==> src/rtl/label_resolver_pkg.sv <==
// Shared definitions for the label resolver: default widths and the resolver FSM encoding.
package label_resolver_pkg;

    localparam int WORD_SIZE     = 8;
    localparam int MAX_DEPTH_DEF = 8;

    typedef enum logic [1:0] {
        RES_IDLE   = 2'd0,
        RES_LOOKUP = 2'd1,
        RES_CHECK  = 2'd2,
        RES_EMIT   = 2'd3
    } res_state_e;

endpackage

==> src/rtl/label_resolver_cache.sv <==
// One-entry key/value result cache; a write wins over a flush arriving in the same cycle.
module label_cache
    import label_resolver_pkg::*;
#(
    parameter int WIDTH = WORD_SIZE
) (
    input  logic             clk,
    input  logic             reset_n,
    input  logic             flush,
    input  logic             wr_en,
    input  logic [WIDTH-1:0] wr_key,
    input  logic [WIDTH-1:0] wr_val,
    input  logic [WIDTH-1:0] lookup_key,
    output logic             hit,
    output logic [WIDTH-1:0] val
);

    logic             valid;
    logic [WIDTH-1:0] key;

    // NOTE: key/val are reset along with valid so nothing downstream ever sees X after reset.
    always_ff @(posedge clk or negedge reset_n) begin
        if (!reset_n) begin
            valid <= 1'b0;
            key   <= '0;
            val   <= '0;
        end else if (wr_en) begin
            valid <= 1'b1;
            key   <= wr_key;
            val   <= wr_val;
        end else if (flush) begin
            valid <= 1'b0;
        end
    end

    // A flush coinciding with a lookup forces a miss.
    assign hit = valid && !flush && (key == lookup_key);

endmodule

==> src/rtl/label_resolver.sv <==
// Second-pass label resolver: follows max->min merge chains in an external table to the root label.
module label_resolver
    import label_resolver_pkg::*;
#(
    parameter int WIDTH     = WORD_SIZE,
    parameter int MAX_DEPTH = MAX_DEPTH_DEF
) (
    input  logic             clk,
    input  logic             reset_n,
    input  logic             flush,
    input  logic             in_valid,
    output logic             in_ready,
    input  logic [WIDTH-1:0] in_label,
    output logic             out_valid,
    input  logic             out_ready,
    output logic [WIDTH-1:0] out_label,
    output logic             tbl_ren,
    output logic [WIDTH-1:0] tbl_addr,
    input  logic [WIDTH-1:0] tbl_data,
    output logic             err,
    output logic             busy
);

    localparam int HOPS_W = $clog2(MAX_DEPTH + 1);

    res_state_e        state;
    logic [WIDTH-1:0]  cur;
    logic [WIDTH-1:0]  key;
    logic [HOPS_W-1:0] hops;
    logic [WIDTH-1:0]  cache_val;
    logic [WIDTH-1:0]  result;
    logic              cache_hit;
    logic              cache_wr;
    logic              is_root;
    logic              at_limit;

    assign in_ready = (state == RES_IDLE);
    assign busy     = (state != RES_IDLE);

    // Merges only ever point downward, so anything else terminates the chain.
    always_comb begin
        is_root  = (tbl_data == cur) || (tbl_data == '0) || (tbl_data > cur);
        at_limit = (hops == HOPS_W'(MAX_DEPTH));
        result   = is_root ? cur : tbl_data;
        cache_wr = (state == RES_CHECK) && (is_root || at_limit);
    end

    label_cache #(.WIDTH(WIDTH)) u_cache (
        .clk        (clk),
        .reset_n    (reset_n),
        .flush      (flush),
        .wr_en      (cache_wr),
        .wr_key     (key),
        .wr_val     (result),
        .lookup_key (in_label),
        .hit        (cache_hit),
        .val        (cache_val)
    );

    // NOTE: state and outputs update with <= so every branch reads the pre-edge values.
    always_ff @(posedge clk or negedge reset_n) begin
        if (!reset_n) begin
            state     <= RES_IDLE;
            cur       <= '0;
            key       <= '0;
            hops      <= '0;
            out_valid <= 1'b0;
            out_label <= '0;
            tbl_ren   <= 1'b0;
            tbl_addr  <= '0;
            err       <= 1'b0;
        end else begin
            // A depth-limit hit later in this block overrides the clear.
            if (flush) err <= 1'b0;

            case (state)
                RES_IDLE: begin
                    if (in_valid) begin
                        if (in_label == '0) begin
                            out_label <= '0;
                            out_valid <= 1'b1;
                            state     <= RES_EMIT;
                        end else if (cache_hit) begin
                            out_label <= cache_val;
                            out_valid <= 1'b1;
                            state     <= RES_EMIT;
                        end else begin
                            cur      <= in_label;
                            key      <= in_label;
                            hops     <= '0;
                            tbl_ren  <= 1'b1;
                            tbl_addr <= in_label;
                            state    <= RES_LOOKUP;
                        end
                    end
                end
                RES_LOOKUP: begin
                    tbl_ren <= 1'b0;
                    hops    <= hops + HOPS_W'(1);
                    state   <= RES_CHECK;
                end
                RES_CHECK: begin
                    if (is_root || at_limit) begin
                        out_label <= result;
                        out_valid <= 1'b1;
                        state     <= RES_EMIT;
                        if (!is_root) err <= 1'b1;
                    end else begin
                        cur      <= tbl_data;
                        tbl_ren  <= 1'b1;
                        tbl_addr <= tbl_data;
                        state    <= RES_LOOKUP;
                    end
                end
                RES_EMIT: begin
                    if (out_ready) begin
                        out_valid <= 1'b0;
                        state     <= RES_IDLE;
                    end
                end
                default: state <= RES_IDLE;
            endcase
        end
    end

endmodule

==> config.mk <==
export PLATFORM = sky130hd
export DESIGN_NAME = label_resolver
export DESIGN_NICKNAME = d
export VERILOG_FILES = /design/src/rtl/label_resolver_pkg.sv /design/src/rtl/label_resolver_cache.sv /design/src/rtl/label_resolver.sv
export SDC_FILE = /design/constraint.sdc
export NUM_CORES = 1
export LEC_CHECK = 0
export ABC_AREA = 1
export BUFFER_PORTS_ARGS = -buffer_cell sky130_fd_sc_hd__buf_4
export CAP_MARGIN = 20
export CORE_UTILIZATION = 57
export DETAILED_ROUTE_END_ITERATION = 12
export GPL_TIMING_DRIVEN = 1
export PLACE_DENSITY = 0.79
export SYNTH_ARGS = -nofsm -noshare
export SYNTH_HDL_FRONTEND = slang
export SYNTH_HIERARCHICAL = 1
export SYNTH_SLANG_ARGS = --single-unit
==> constraint.sdc <==
create_clock -name clk -period 2.4 [get_ports clk]
set_input_delay 0.48 -clock clk [delete_from_list [all_inputs] [get_ports clk]]
set_output_delay 0.48 -clock clk [all_outputs]
set_load 0.03 [all_outputs]
# [Word-level counts from Yosys, hierarchy flattened]
# Cells that the tools add are included.
[classes] n_mux=38 n_addsub=1 n_reduce_logical=23 bitwise=2 eq_ne=13 n_lt_le_gt_ge=1
[ops] operator="2-to-1 mux 8 bit" n=9
[ops] operator="case mux 8 bit (2 select lines)" n=2
[ops] operator="== test 8 bit" n=2
[ops] operator="logical NOT 8 bit" n=2
[ops] operator="2-to-1 mux 1 bit" n=15
[ops] operator="AND reduction 5 bit" n=3
[ops] operator="2-to-1 mux 4 bit" n=3
[ops] operator="AND reduction 4 bit" n=3
[ops] operator="2-to-1 mux 2 bit" n=5
[ops] operator="!= test 2 bit (second input constant)" n=5
[ops] operator="greater-than comparator 8 bit" n=1
[ops] operator="case mux 2 bit (4 select lines)" n=1
[ops] operator="case mux 4 bit (2 select lines)" n=1
[ops] operator="nonzero test 2 bit" n=4
[ops] operator="case mux 1 bit (3 select lines)" n=2
[ops] operator="nonzero test 3 bit" n=2
[ops] operator="adder 4 x 1 -> 4 bit (second input constant)" n=1
[ops] operator="== test 2 bit (second input constant)" n=2
[ops] operator="== test 4 bit (second input constant)" n=1
[ops] operator="logical AND 1 bit" n=3
[ops] operator="logical OR 1 bit" n=3
[ops] operator="!= test 3 x 1 -> 1 bit (second input constant)" n=1
[ops] operator="== test 2 x 1 -> 1 bit (second input constant)" n=1
[ops] operator="logical NOT 2 bit" n=1
[ops] operator="4 further kinds" n=5
[totals] output_inout_bits=21 register_bits=50

# [Depth between registers and ports, before layout]
[logic_depth] ltp_word=7 depth_mapped=16

# [Cells and area by module]
# Netlist, hierarchy kept.
[modules_own_cells] mod="label_resolver" area_per_inst_um2=2165.8 n_inst=1 cells_per_inst=295 seq_area_each_um2=825.8
[modules_own_cells] mod="label_cache" area_per_inst_um2=770.7 n_inst=1 cells_per_inst=101 seq_area_each_um2=425.4

# [Worst setup path before layout]
# OpenSTA, ideal clock, no wires.
[synth_path] kind="register to register" from="register cur[7]" to="register u_cache.valid" n_path_buf=2 path_slack_ns=0.193 path_stages_with_launch=13 t_arrival_ns=2.077 path_cell_list="dfrtp_1 inv_1 ha_1 a21oi_1 nand2_1 nor2_4 nand3_1 nand2_1 buf_6 inv_1 inv_2 buf_2 o21ai_0"
[synth_via] elab_chain_cells=6 word_cells_on_any_way=8 classes_between="order compare (1); eq/ne (1); mux (1); reduce/logical (5)"
[synth_lines] item="from (decl)" line_no="label_resolver.sv:27" source="logic [WIDTH-1:0] cur;"
[synth_lines] item="from (signal assigned)" line_no="label_resolver.sv:88" source="cur <= in_label;"
[synth_lines] item="from (signal assigned)" line_no="label_resolver.sv:109" source="cur <= tbl_data;"
[synth_lines] item="parallel branches: the longest is 2 deep, another holds greater-than comparator 8 bit"
[synth_lines] item="logical OR 1 bit *" line_no="label_resolver.sv:42" source="is_root = (tbl_data == cur) || (tbl_data == '0) || (tbl_data > cur);"
[synth_lines] item="logical OR 1 bit *" line_no="label_resolver.sv:45" source="cache_wr = (state == RES_CHECK) && (is_root || at_limit);"
[synth_lines] item="logical AND 1 bit *" line_no="label_resolver.sv:45"
[synth_lines] item="named net cache_wr" line_no="label_resolver.sv:33" source="logic cache_wr;"
[synth_lines] item="2-to-1 mux 1 bit or nonzero test 2 bit (tied branches)"
[synth_lines] item="to (signal assigned)" line_no="label_resolver_cache.sv:24" source="valid <= 1'b0;"
[synth_lines] item="to (signal assigned)" line_no="label_resolver_cache.sv:28" source="valid <= 1'b1;"
[synth_lines] item="to (signal assigned)" line_no="label_resolver_cache.sv:32" source="valid <= 1'b0;"
[synth_lines] item="to (decl)" line_no="label_resolver_cache.sv:18" source="logic valid;"
# Mark *: on every way through the listed nets, which the timed path passes.
# A chain may end at the register's enable or synchronous reset.

# [Worst setup path after layout]
[layout_path] from="register cur[3]" to="register out_label[2]"
[layout_via] elab_chain_cells=6 word_cells_on_any_way=10 classes_between="order compare (1); eq/ne (2); mux (3); reduce/logical (4)"
[layout_lines] item="parallel branches: the longest is 2 deep, another holds greater-than comparator 8 bit"
[layout_lines] item="logical OR 1 bit *" line_no="label_resolver.sv:42"
[layout_lines] item="2-to-1 mux 8 bit or logical OR 1 bit (tied branches)" line_no="label_resolver.sv:44, label_resolver.sv:103"
[layout_lines] item="2-to-1 mux 8 bit or != test 2 x 1 -> 1 bit (tied branches)"
[layout_lines] item="case mux 8 bit (2 select lines) or AND reduction 4 bit (tied branches)"
[layout_lines] item="to (signal assigned)" line_no="label_resolver.sv:84" source="out_label <= cache_val;"
[layout_lines] item="to (signal assigned)" line_no="label_resolver.sv:104" source="out_label <= result;"
[layout_lines] item="to (decl)" line_no="label_resolver.sv:16" source="output logic [WIDTH-1:0] out_label,"
# Every way passes the cells marked *. The select of a mux whose other input is x is not followed.

==> flow_metrics.py <==
metrics = {
    "status": {
        "status": "finished clean",
    },
    "floorplan": {
        "core_um2": 4850,
        "die_w_um": 73.8,
        "initial_core_util": 0.606,
        "rows": 25,
        "ioPinCount": 42,
        "dieArea_um2": 5440,
        "die_y_um": 73.8,
    },
    "pwr": {
        "ir_worst_vdd_mv": 0.656,
        "pwr-share-comb": 0.546,
        "powerDensity_nw_per_um2": 1330,
        "clkPwrFrac": 0.129,
        "sequentialPowerShare": 0.325,
        "switching_power_mw": 2.12,
        "switching_share": 0.465,
        "total_leakage_power_nw": 1.88,
        "total_power_mw": 4.55,
        "p_int_mw": 2.44,
    },
    "detailed_routing": {
        "wl_met1_um": 3050,
        "drtIter0Drc": 133,
        "ant_nets": 0,
        "drc": 0,
        "wl_um": 6390,
        "viasPerCell": 5.06,
        "met2_length_um": 2860,
        "met3_wirelength_um": 338,
        "wire_per_inst_um": 12.5,
        "top_layer_used": "met4",
        "vias": 2581,
        "dr.pass1.iters": 4,
    },
    "worst_setup_path": {
        "reg2reg_from": "cur[3]",
        "max_stage_delay_ns": 0.38,
        "reg2regPathDepth": 13,
        "path_delay_family": "simple AND/OR/NAND/NOR gates",
        "cp_num_buf_inv": 4,
        "worstPathCellList": "inv_1, ha_1, nand2_1, inv_1, nand2_1, nand2_1, nand2_1, buf_4, nand4_1, nand2_4, inv_4, nand2_1, nand2_1",
        "r2r_end": "out_label[2]",
        "criticalPathCategory": "flip-flop to flip-flop",
        "ff2ff_setup_slack_ns": 0.34,
        "cp-end-kind": "flip-flop",
        "crit_top_cell": "nand2_1",
        "required_ns": 2.60,
        "crit_path_start_kind": "flip-flop",
        "crit_fanout": 10,
        "cp.arrival_ns": 2.26,
        "crit_slowest_cell": "dfrtp_1",
    },
    "cts": {
        "root_buffer": "clkbuf_8",
        "clock_path_buffers": 2,
        "cts.repair.resized": 0,
        "postCtsHoldBufs": 0,
        "cts.sinks": 50,
        "numCtsBuffers": 5,
        "post_cts_buffers": 0,
        "clock_latency_ns": 0.30,
        "path_clk_slew_ns": 0.09,
        "htreeDepth": 2,
        "cts_tree": "done",
    },
    "timing": {
        "rsz0062_at_grt": "false",
        "finalHoldViolations": 0,
        "drv_slew": 0,
        "finalCriticalPeriod_ns": 2.06,
        "setup_viol": 0,
        "finClkSkew_ns": 0.00797,
        "whs_ns": 0.182,
        "max_slew_margin": 0.586,
        "worstMarginPinSlew_ns": 0.622,
        "timing.final.crit_share": 0.858,
        "finalSetupTns_ns": 0,
        "fmax_mhz": 485,
    },
    "synthesis": {
        "synth_area_um2": 2940,
        "syn_nets": 427,
        "ys_seq_area_frac": 0.426,
        "synth-seq-cells": 50,
        "synth_cells": 396,
        "synth_top_area_frac": 0.426,
        "avgSynthCellArea_um2": 7.42,
        "ys_types": 28,
        "synth_area_leaders": "dfrtp_1 43%, nand2_1 19%, nand3_1 7.0%",
        "synth_top_area_cell": "dfrtp_1",
        "yosysWarnings": 6,
    },
    "finish": {
        "final_cell_count_no_fill": 510,
        "n_antenna_cell": 0,
        "fillers": 429,
        "drive_gt1_frac": 0.192,
        "nets": 473,
        "final_area_um2": 3430,
        "area_growth_pct": 16.7,
    },
    "global_routing": {
        "antenna_found_initial": 0,
        "grt_overflow": 0,
        "grt_first_pass_wirelength_um": 10800,
        "grt_max_degree": 51,
        "track_usage": 0.262,
        "grt_pass1_vias": 2356,
    },
    "placement": {
        "dpl-instance-area_um2": 3320,
        "port_buffers": 41,
        "hpwlAfterDp_um": 4910,
        "dp_cells": 502,
        "gp_routability_congestion": 0.820,
    },
    "worst_hold_path": {
        "hold_path.class": "primary input to asynchronous set/reset pin",
    },
    "flow_run": {
        "maxCapViolCount": 0,
    },
}
-- placed cells by master (no fill, tap or decap), drive strengths merged --
cell | netlist | layout
nand2 | 158 | 158
inv | 51 | 51
dfrtp | 50 | 50
buf | 7 | 47
nand3 | 42 | 42
o21ai | 29 | 29
nor2 | 24 | 24
ha | 10 | 10
and2 | 9 | 9
clkbuf | 1 | 7
a21oi | 3 | 3
nand4 | 3 | 3
xnor2 | 3 | 3
o31ai | 1 | 1
clkinv | 1 | 1
nor3 | 1 | 1
or2 | 1 | 1
nand3b | 1 | 1
xor2 | 1 | 1
bufinv | 0 | 1
-- metal layers --
| metal | up-vias | track usage |
|---|---|---|
| met2 | 82 | 0.412 |
| met4 | 0 | 0.0791 |
| met5 | - | 0 |
| li1 | 1324 | - |
| met1 | 1158 | 0.370 |
| met3 | 17 | 0.0425 |
-- worst max path at each step --
stage,cells after the start,from,slack [ns],end
5_1_grt,13,cur[3],0.11,out_label[2]
4_1_cts,13,cur[3],0.33,out_label[2]
2_1_floorplan,12,cur[7],0.19,u_cache/valid
3_3_place_gp,13,tbl_data[3],0.26,out_label[0]
6_report,13,cur[3],0.34,out_label[2]
3_5_place_dp,13,tbl_data[3],0.19,out_label[2]
-- cell usage after synthesis (all sizes together) --
master,count
a21oi,3
and2,9
buf,7
clkbuf,1
clkinv,1
dfrtp,50
ha,10
inv,51
nand2,158
nand3,42
nand3b,1
nand4,3
nor2,24
nor3,1
o21ai,29
o31ai,1
or2,1
xnor2,3
xor2,1
-- logic make-up (layout without fill, tap and decap cells) --
kind of cell / Yosys count / in the layout / synth area share
simple gates: 239 / 239 / 0.366
buf+inv: 60 / 107 / 0.0852
flops: 50 / 50 / 0.426
compound gates: 33 / 33 / 0.0686
fa+ha+maj: 10 / 10 / 0.0426
xor+xnor: 4 / 4 / 0.0119
-- flip-flops by register name, indices dropped and copies added, names as in the netlist --
| name | cells |
|---|---|
| u_cache/key | 8 |
| u_cache/val | 8 |
| key | 8 |
| err | 1 |
| out_valid | 1 |
| cur | 8 |
| hops | 4 |
| tbl_ren | 1 |
| u_cache/valid | 1 |
| state | 2 |
| out_label | 8 |
-- power by group through the flow --
| stage | Clock [mW] | Combinational (mW) | Sequential [mW] |
|---|---|---|---|
| finish | 0.588 | 2.49 | 1.48 |
| global route | 0.633 | 2.80 | 1.52 |
| CTS | 0.601 | 2.49 | 1.48 |
| detailed placement | 0 | 2.48 | 1.49 |
| global placement | 0 | 2.42 | 1.48 |
| floorplan | 0 | 1.57 | 1.71 |
-- cell type report --
class,instances,area (um2),area share
inverters,52,199,0.0580
flip-flops and latches,50,1250,0.365
repair buffers,47,353,0.103
clock inverters,1,30.0,0.00876
well taps,67,83.8,0.0245
multi-input cells,286,1440,0.419
clock buffers,7,76.3,0.0223
-- per-stage QoR --
stage	utilization	setup WS (ns)
after global routing	0.707	0.109
after CTS	0.707	0.331
after global placement	0.685	0.256
after detailed placement	0.685	0.189
final	0.707	0.340
after floorplan	-	0.193
-- worst register-to-register path, cell delays in order, from the launching register on --
cell     delay [ns]
dfrtp_1        0.38
inv_1          0.08
ha_1           0.31
nand2_1        0.10
inv_1          0.04
nand2_1        0.05
nand2_1        0.05
nand2_1        0.19
buf_4          0.18
nand4_1        0.19
nand2_4        0.20
inv_4          0.07
nand2_1        0.07
nand2_1        0.05
(Power assumes the default switching activity.)
